**src/rtl/key_expansion.sv**
```systemverilog
// rtl/key_expansion.sv - AES key schedule producer for the shared round-key word memory
// Ports:
//   ap_clk, ap_rst_n               clock, asynchronous active-low reset
//   ap_start/ap_done/ap_idle/ap_ready  block handshake (done/ready pulse together)
//   nk                             key length in words (6, 8, anything else = 4)
//   key_address0/key_ce0/key_q0    key byte ROM read, 1-cycle latency
//   sbox_address0/sbox_ce0/sbox_q0 external S-box ROM read, 1-cycle latency
//   word_address0/word_ce0/word_q0 word memory read port, 1-cycle latency
//   word_address1/word_ce1/word_we1/word_d1  word memory write port
//   word memory layout: address = row*120 + col, byte in bits [7:0]
module key_expansion (
    input  logic        ap_clk,
    input  logic        ap_rst_n,
    input  logic        ap_start,
    output logic        ap_done,
    output logic        ap_idle,
    output logic        ap_ready,
    input  logic [3:0]  nk,
    output logic [4:0]  key_address0,
    output logic        key_ce0,
    input  logic [31:0] key_q0,
    output logic [7:0]  sbox_address0,
    output logic        sbox_ce0,
    input  logic [7:0]  sbox_q0,
    output logic [8:0]  word_address0,
    output logic        word_ce0,
    input  logic [31:0] word_q0,
    output logic [8:0]  word_address1,
    output logic        word_ce1,
    output logic        word_we1,
    output logic [31:0] word_d1
);
    typedef enum logic [2:0] {S_IDLE, S_COPY, S_SUB, S_XW, S_DONE} state_t;
    state_t state, state_nxt;

    logic [3:0] nk_r;
    logic [4:0] cnt;        // position inside COPY (key byte) or SUB/XW (0..4)
    logic [5:0] j;          // column being produced
    logic [3:0] jm;         // j mod nk, kept incrementally to avoid a divider
    logic       col_sub;    // current column uses tmp from a SUB phase
    logic       col_rot;    // current column's SUB is the rotated/rcon flavour
    logic [7:0] rcon;
    logic [7:0] tmp  [4];
    logic [7:0] prev [4];   // last written column, one byte per row

    // Every write is the registered echo of a read issued the cycle before.
    logic       wr_valid;
    logic       wr_xw;
    logic [1:0] wr_row;
    logic [8:0] wr_addr;
    logic [7:0] wr_byte;

    logic [3:0] nk_sel;
    logic [5:0] ncol;
    logic       copy_last;
    logic       phase_last;
    logic [5:0] j_inc;
    logic [3:0] jm_inc;
    logic [3:0] jm_nxt;
    logic       nxt_sub;
    logic       issue_wr;
    logic [8:0] wr_addr_nxt;
    logic [1:0] cap_idx;
    logic [1:0] sb_idx;
    logic [7:0] rcon_x2;
    logic       unused_ok;

    function automatic logic [8:0] row_off(input logic [1:0] r);
        case (r)
            2'd0:    row_off = 9'd0;
            2'd1:    row_off = 9'd120;
            2'd2:    row_off = 9'd240;
            default: row_off = 9'd360;
        endcase
    endfunction

    assign nk_sel     = (nk == 4'd6) ? 4'd6 : (nk == 4'd8) ? 4'd8 : 4'd4;
    assign ncol       = (nk_r == 4'd6) ? 6'd52 : (nk_r == 4'd8) ? 6'd60 : 6'd44;
    assign copy_last  = ({1'b0, cnt} == ({nk_r, 2'b00} - 6'd1));
    assign phase_last = (cnt == 5'd4);
    assign j_inc      = j + 6'd1;
    assign jm_inc     = jm + 4'd1;
    assign jm_nxt     = (jm_inc == nk_r) ? 4'd0 : jm_inc;
    assign nxt_sub    = (jm_nxt == 4'd0) || ((nk_r == 4'd8) && (jm_nxt == 4'd4));
    assign issue_wr   = (state == S_COPY) || ((state == S_XW) && !phase_last);
    assign wr_addr_nxt = (state == S_COPY) ? row_off(cnt[1:0]) + {6'b0, cnt[4:2]}
                                           : row_off(cnt[1:0]) + {3'b0, j};
    assign cap_idx    = cnt[1:0] - 2'd1;
    assign sb_idx     = col_rot ? cnt[1:0] + 2'd1 : cnt[1:0];
    assign rcon_x2    = {rcon[6:0], 1'b0} ^ (rcon[7] ? 8'h1b : 8'h00);
    assign wr_byte    = wr_xw ? (word_q0[7:0] ^ (col_sub ? tmp[wr_row] : prev[wr_row]))
                              : key_q0[7:0];
    assign unused_ok  = &{1'b0, key_q0[31:8], word_q0[31:8]};

    always_ff @(posedge ap_clk or negedge ap_rst_n) begin
        if (!ap_rst_n) state <= S_IDLE;
        else           state <= state_nxt;
    end

    always_comb begin
        state_nxt = state;
        case (state)
            S_IDLE: if (ap_start)   state_nxt = S_COPY;
            S_COPY: if (copy_last)  state_nxt = S_SUB;   // j = nk is always a rotated column
            S_SUB:  if (phase_last) state_nxt = S_XW;
            S_XW:   if (phase_last) state_nxt = (j_inc == ncol) ? S_DONE
                                              : (nxt_sub ? S_SUB : S_XW);
            S_DONE: state_nxt = S_IDLE;
            default: state_nxt = S_IDLE;
        endcase
    end

    always_comb begin
        ap_idle       = (state == S_IDLE) && !ap_start;
        ap_done       = (state == S_DONE);
        ap_ready      = (state == S_DONE);
        key_ce0       = (state == S_COPY);
        key_address0  = (state == S_COPY) ? cnt : 5'd0;
        sbox_ce0      = (state == S_SUB) && !phase_last;
        sbox_address0 = sbox_ce0 ? prev[sb_idx] : 8'd0;
        word_ce0      = (state == S_XW) && !phase_last;
        word_address0 = word_ce0 ? row_off(cnt[1:0]) + {3'b0, j - {2'b00, nk_r}} : 9'd0;
        word_ce1      = wr_valid;
        word_we1      = wr_valid;
        word_address1 = wr_addr;
        word_d1       = wr_valid ? {24'b0, wr_byte} : 32'd0;
    end

    always_ff @(posedge ap_clk or negedge ap_rst_n) begin
        if (!ap_rst_n) begin
            nk_r     <= 4'd4;
            cnt      <= 5'd0;
            j        <= 6'd0;
            jm       <= 4'd0;
            col_sub  <= 1'b0;
            col_rot  <= 1'b0;
            rcon     <= 8'h01;
            wr_valid <= 1'b0;
            wr_xw    <= 1'b0;
            wr_row   <= 2'd0;
            wr_addr  <= 9'd0;
            for (int i = 0; i < 4; i++) begin
                tmp[i]  <= 8'd0;
                prev[i] <= 8'd0;
            end
        end else begin
            wr_valid <= issue_wr;
            wr_xw    <= (state == S_XW);
            wr_row   <= cnt[1:0];
            wr_addr  <= issue_wr ? wr_addr_nxt : 9'd0;
            if (wr_valid) prev[wr_row] <= wr_byte;
            case (state)
                S_IDLE: if (ap_start) begin
                    nk_r    <= nk_sel;
                    cnt     <= 5'd0;
                    j       <= 6'd0;
                    jm      <= 4'd0;
                    rcon    <= 8'h01;
                    col_sub <= 1'b0;
                    col_rot <= 1'b0;
                end
                S_COPY: if (copy_last) begin
                    cnt     <= 5'd0;
                    j       <= {2'b00, nk_r};
                    jm      <= 4'd0;
                    col_sub <= 1'b1;
                    col_rot <= 1'b1;
                end else begin
                    cnt <= cnt + 5'd1;
                end
                S_SUB: begin
                    cnt <= phase_last ? 5'd0 : cnt + 5'd1;
                    // S-box data for read n arrives at cnt n+1
                    if (cnt != 5'd0)
                        tmp[cap_idx] <= sbox_q0 ^ ((col_rot && cap_idx == 2'd0) ? rcon : 8'h00);
                    if (phase_last && col_rot) rcon <= rcon_x2;
                end
                S_XW: begin
                    cnt <= phase_last ? 5'd0 : cnt + 5'd1;
                    if (phase_last) begin
                        j       <= j_inc;
                        jm      <= jm_nxt;
                        col_sub <= nxt_sub;
                        col_rot <= (jm_nxt == 4'd0);
                    end
                end
                default: ;
            endcase
        end
    end
endmodule

```
**config.mk**
```make
export PLATFORM = sky130hd
export DESIGN_NAME = key_expansion
export DESIGN_NICKNAME = d
export VERILOG_FILES = /design/src/rtl/key_expansion.sv
export SDC_FILE = /design/constraint.sdc
export NUM_CORES = 1
export LEC_CHECK = 0
export ABC_AREA = 0
export ABC_CLOCK_PERIOD_IN_PS = 5100
export CAP_MARGIN = 20
export CORE_MARGIN = 2
export CORE_UTILIZATION = 52
export CTS_CLUSTER_DIAMETER = 150
export DETAILED_ROUTE_END_ITERATION = 10
export PLACE_DENSITY = 0.82
export SLEW_MARGIN = 40
export SYNTH_ARGS = -nofsm -noshare
export SYNTH_HDL_FRONTEND = slang
export SYNTH_SLANG_ARGS = --single-unit
```
**constraint.sdc**
```tcl
create_clock -name ap_clk -period 5.1 [get_ports ap_clk]
set_input_delay 1.02 -clock ap_clk [delete_from_list [all_inputs] [get_ports ap_clk]]
set_output_delay 1.02 -clock ap_clk [all_outputs]
set_load 0.01 [all_outputs]
```
* Word-level counts from Yosys, hierarchy flattened
Index checks and enable logic that the tools add are counted.
Widths: inputs -> output; s select.
** Word-level totals
- Output and inout port bits :: 71
- Bits in registers :: 109
- RAM bits :: 0
- Input port bits :: 79
- Memories :: 0
- Bits in latches :: 0
- Bits in read-only memories :: 0
- Logic and storage cells :: 148
** Cells by class
- Multiplexer cells :: 60
- Bitwise operators :: 6
- Div/mod/pow operators :: 0
- Reduce and logical (&&, ||, !) cells :: 27
- $add $sub $neg :: 10
- Shift-type cells :: 0
- Order comparisons :: 5
- Equal/unequal tests :: 20
- Multipliers :: 0
** Operators by type and width (number)
- $mux 8 :: 15
- $bwmux 32 :: 2
- $bmux 8 s2 :: 3
- $mux 5 :: 7
- $demux 8 s2 :: 2
- $mux 9 :: 3
- $pmux 9 s3 :: 1
- $mux 4 :: 6
- $add 9x6->9 :: 2
- $mux 6 :: 3
- $pmux 6 s3 :: 1
- $pmux 8 s2 :: 1
- $xor 8x8->8 :: 2
- $mux 3 :: 5
- $pmux 5 s3 :: 1
- $eq 4x3->1 const B :: 3
- $pmux 3 s4 :: 1
- $pmux 4 s3 :: 1
- $add 9x3->9 :: 1
- $ge 3x3->1 const B :: 3
- $not 2->3 :: 3
- $eq 4x4->1 const B :: 2
- $logic_and 1x1->1 :: 8
- $reduce_and 4->1 :: 2
- other kinds (34) :: 50

* Longest topological paths before layout
- Depth in word-level cells :: 10
- Depth in mapped cells :: 12
- Mapped depth without buffers :: 12

* Worst setup path before layout
OpenSTA, ideal clock, no wires.
- Path type :: register -> output
- Start point :: reg nk_r[2]
- End point :: out word_address0[8]
- Stages on the path, launching flop included :: 12
- Slack :: 1.663 ns
- Arrival time :: 2.417 ns
- Cell sequence :: dfstp_2 -> inv_1 -> ha_1 -> a21o_1 -> a21o_1 -> xnor2_1 -> ha_1 -> a21o_1 -> a21oi_1 -> nor2b_1 -> xnor2_1 -> nor2_1
** On the way
- Cells in the longest elaborated chain, start to end :: 3
** Ends and longest elaborated chain
- from (decl) :: line 36 : logic [3:0] nk_r;
- from (signal assigned) :: line 154 : nk_r <= nk_sel;
- $sub 6x4->6 :: line 122 : word_address0 = word_ce0 ? row_off(cnt[1:0]) + {3'b0, j - {2'b00, nk_r}} : 9'd0;
- $add 9x6->9 :: line 122
- $mux 9 :: line 122
- to (decl) :: line 25 : output logic [8:0] word_address0,
No other way between the ends.

* Final worst setup path
Same ends and word-level chain as after synthesis.

==> out/metrics.cfg <==
[die]
die_area_mm2=0.0136
core_area_mm2=0.0125
dieHeight_um=117
start_util_pct=52.7
die_w_um=117
rows=41
ios=150

[detailed_routing]
wl_per_cell_um=17.7
drt_iter0_markers=403
wl_um=15000
vias_per_cell=5.63
dr.pass1.iters=6
ant_nets=0
num_vias=4773
drc_errors=0

[layout]
design_area_mm2=0.00769
layout-drive-gt1-share_pct=13.6
final_cell_mix=dfrtp_1 (103), clkdlybuf4s50_1 (76), nor2_1 (60), a21oi_1 (45), nand2_1 (41)
nFillCells=1007
areaGrowthSynthToFinish_pct=16.7
final_common_cell=dfrtp_1
nNetsFinal=777
antennaDiodeCount=0

[global_route]
globalRouteOverflowTotal=0
first_global_vias=4745
track_usage_pct=22.7
grt_max_degree=66
grt_pass1_wl_um=23800
antenna_found_initial=0

[sta]
tns_ns=0
layout_worst_path_cycle_share_pct=87.5
timing.fmax_mhz=224
skew_ns=0.0130
relSlewSlack_pct=50.4
finalSetupViolations=0
maxSlewViolCount=0
hold_viol=0
rsz0062_at_grt=false
fin_crit_ns=4.46
worst_pin_slew_ns=0.742

[synth]
yosys.area_share.simple_pct=13.4
yosysTopAreaCellShare_pct=40.2
synth_cell_types=59
synth_xor_area_share_pct=5.58
synthFlopType=dfrtp_1
syn_area_per_cell_um2=10.7
synth_enable_flop_cells=0
seq_area_frac_synth_pct=41.0
synth_compound_area_share_pct=9.58
ys_seq_elements=108
synthAdderAreaFrac_pct=5.46
synthArstFlopShare_pct=100
yosys_warnings=0
synth_area_leaders=dfrtp_1 (40%), mux2_2 (5.5%), mux4_2 (5.5%)
synth_mux_area_share_pct=18.4
synth.cell_area_mm2=0.00659
synthCells=615
yosysTopAreaCell=dfrtp_1
synth_top_family_by_area=multiplexers

[clock_tree]
cts_setup_buffers=0
hold_buffers=0
cts_buffers=9
cts_tree=built
cts_root_buf=clkbuf_16
clockBufferDepth=2
htree_levels=3
clk_latency_ns=0.35
cts_resized=0
clk_pin_slew_ns=0.07
clock_sinks=108

[setup_path]
arrival_ns=3.44
cp.required_ns=4.08
startpoint_type=flip-flop
crit_type=flip-flop to output port
rrSetupSlack_ns=2.22
critPathMaxFanout=7
crit_path_end_kind=output port

[placement]
postPlaceCellArea_mm2=0.00735
dp_hpwl_um=10700
finalWeightedCongestion=0.865
io_buffer_count=77

[run_status]
status=finished clean

[pwr]
leakage_uw=0.00329
cellPowerDensity_mw_per_mm2=583
vdd_drop_max_mv=0.222

[run]
drv_cap=0

[hold_path]
hp-class=flip-flop to flip-flop

-- where the power goes --
group	switching, uW	leakage [uW]	internal [uW]	total (uW)
registers	384	0.00132	1190	1570
clock network	322	0.000151	436	758
logic	1040	0.00182	1110	2150
-- logic make-up (layout without fill, tap and decap cells) --
| logic type | count (synthesis) | in the layout |
|---|---|---|
| XOR/XNOR | 42 | 42 |
| AND/OR/NAND/NOR | 176 | 176 |
| adder cells (fa/ha/maj) | 27 | 27 |
| buffers and inverters | 81 | 119 |
| AO/OA/AOI/OAI | 104 | 104 |
| other | 1 | 24 |
| multiplexers | 76 | 76 |
| flip-flops | 108 | 108 |
-- metal layers --
layer	vias up	wire length, um	part of all wire, %	track usage [%]
li1	2215	-	-	-
met4	0	270	1.8	8.55
met2	165	7810	52	40.0
met5	-	0	0	0
met3	21	786	5.2	3.17
met1	2372	6130	41	28.5
-- worst paths after layout --
path                                startpoint  cells after the start                    to
setup / recovery           nk_r[2]$_DFFE_PN1P_                     12      word_address0[8]
max in group asynchronous             ap_rst_n                      2   wr_row[0]$_DFF_PN0_
hold reg to reg             tmp[8]$_DFFE_PN0P_                      1    tmp[8]$_DFFE_PN0P_
hold / removal              tmp[8]$_DFFE_PN0P_                      1    tmp[8]$_DFFE_PN0P_
setup reg to reg            cnt[0]$_DFFE_PN0P_                      7      j[4]$_DFFE_PN0P_
min in group asynchronous             ap_rst_n                      1  prev[29]$_DFFE_PN0P_
-- stage by stage --
step	std cells	power [uW]	hold slack, ns	worst slack [ns]	util [%]
finish	848	4490	0.506	0.635	61.5
global route	848	4770	0.526	0.484	61.5
CTS	848	4470	0.503	0.515	61.3
detailed placement	832	3700	0.486	0.903	58.7
global placement	832	3560	0.479	0.946	58.6
floorplan	638	3080	0.470	1.66	-
-- state kept, by name (all words and copies together), names as in the netlist --
name,flops
j,6
nk_r,3
state,3
wr_xw,1
rcon,8
word_address1,9
tmp,32
prev,32
wr_row,2
word_ce1,1
jm,4
cnt,5
col_sub,1
col_rot,1
-- critical path, stage by stage, from the launching register on --
cell             delay, ns
dfstp_2               0.55
inv_1                 0.16
ha_1                  0.34
a21o_1                0.18
a21o_1                0.18
xnor2_1               0.18
ha_1                  0.26
a21o_1                0.18
a21oi_1               0.21
nor2b_1               0.09
xnor2_1               0.13
nor2_1                0.09
clkdlybuf4s50_1       0.55
-- Yosys cell counts (4+ instances only) --
cell and count:
a21o_1 8, a21oi_1 45, a31oi_1 4, and2_1 10, and3_1 13, buf_2 11
buf_4 26, clkbuf_1 15, dfrtp_1 106, ha_1 24, inv_1 23, mux2_2 32
mux2i_1 12, mux2i_4 6, mux4_1 8, mux4_2 16, nand2_1 41, nand2b_1 4
nand3_1 5, nand3b_1 4, nor2_1 62, nor2b_1 11, nor3_1 7, o21ai_0 17
o31ai_1 7, or2_2 4, xnor2_1 30, xor2_1 12
-- cell type report --
class | count | area (um^2) | share of cell area [%]
repair buffers | 78 | 779 | 10.1
well taps | 172 | 215 | 2.80
multi-input cells | 449 | 3570 | 46.4
inverters | 25 | 93.8 | 1.22
flip-flops and latches | 108 | 2710 | 35.2
clock buffers | 10 | 229 | 2.98
clock inverters | 6 | 95.1 | 1.24
Note: power is estimated with default switching activity, not from simulation.
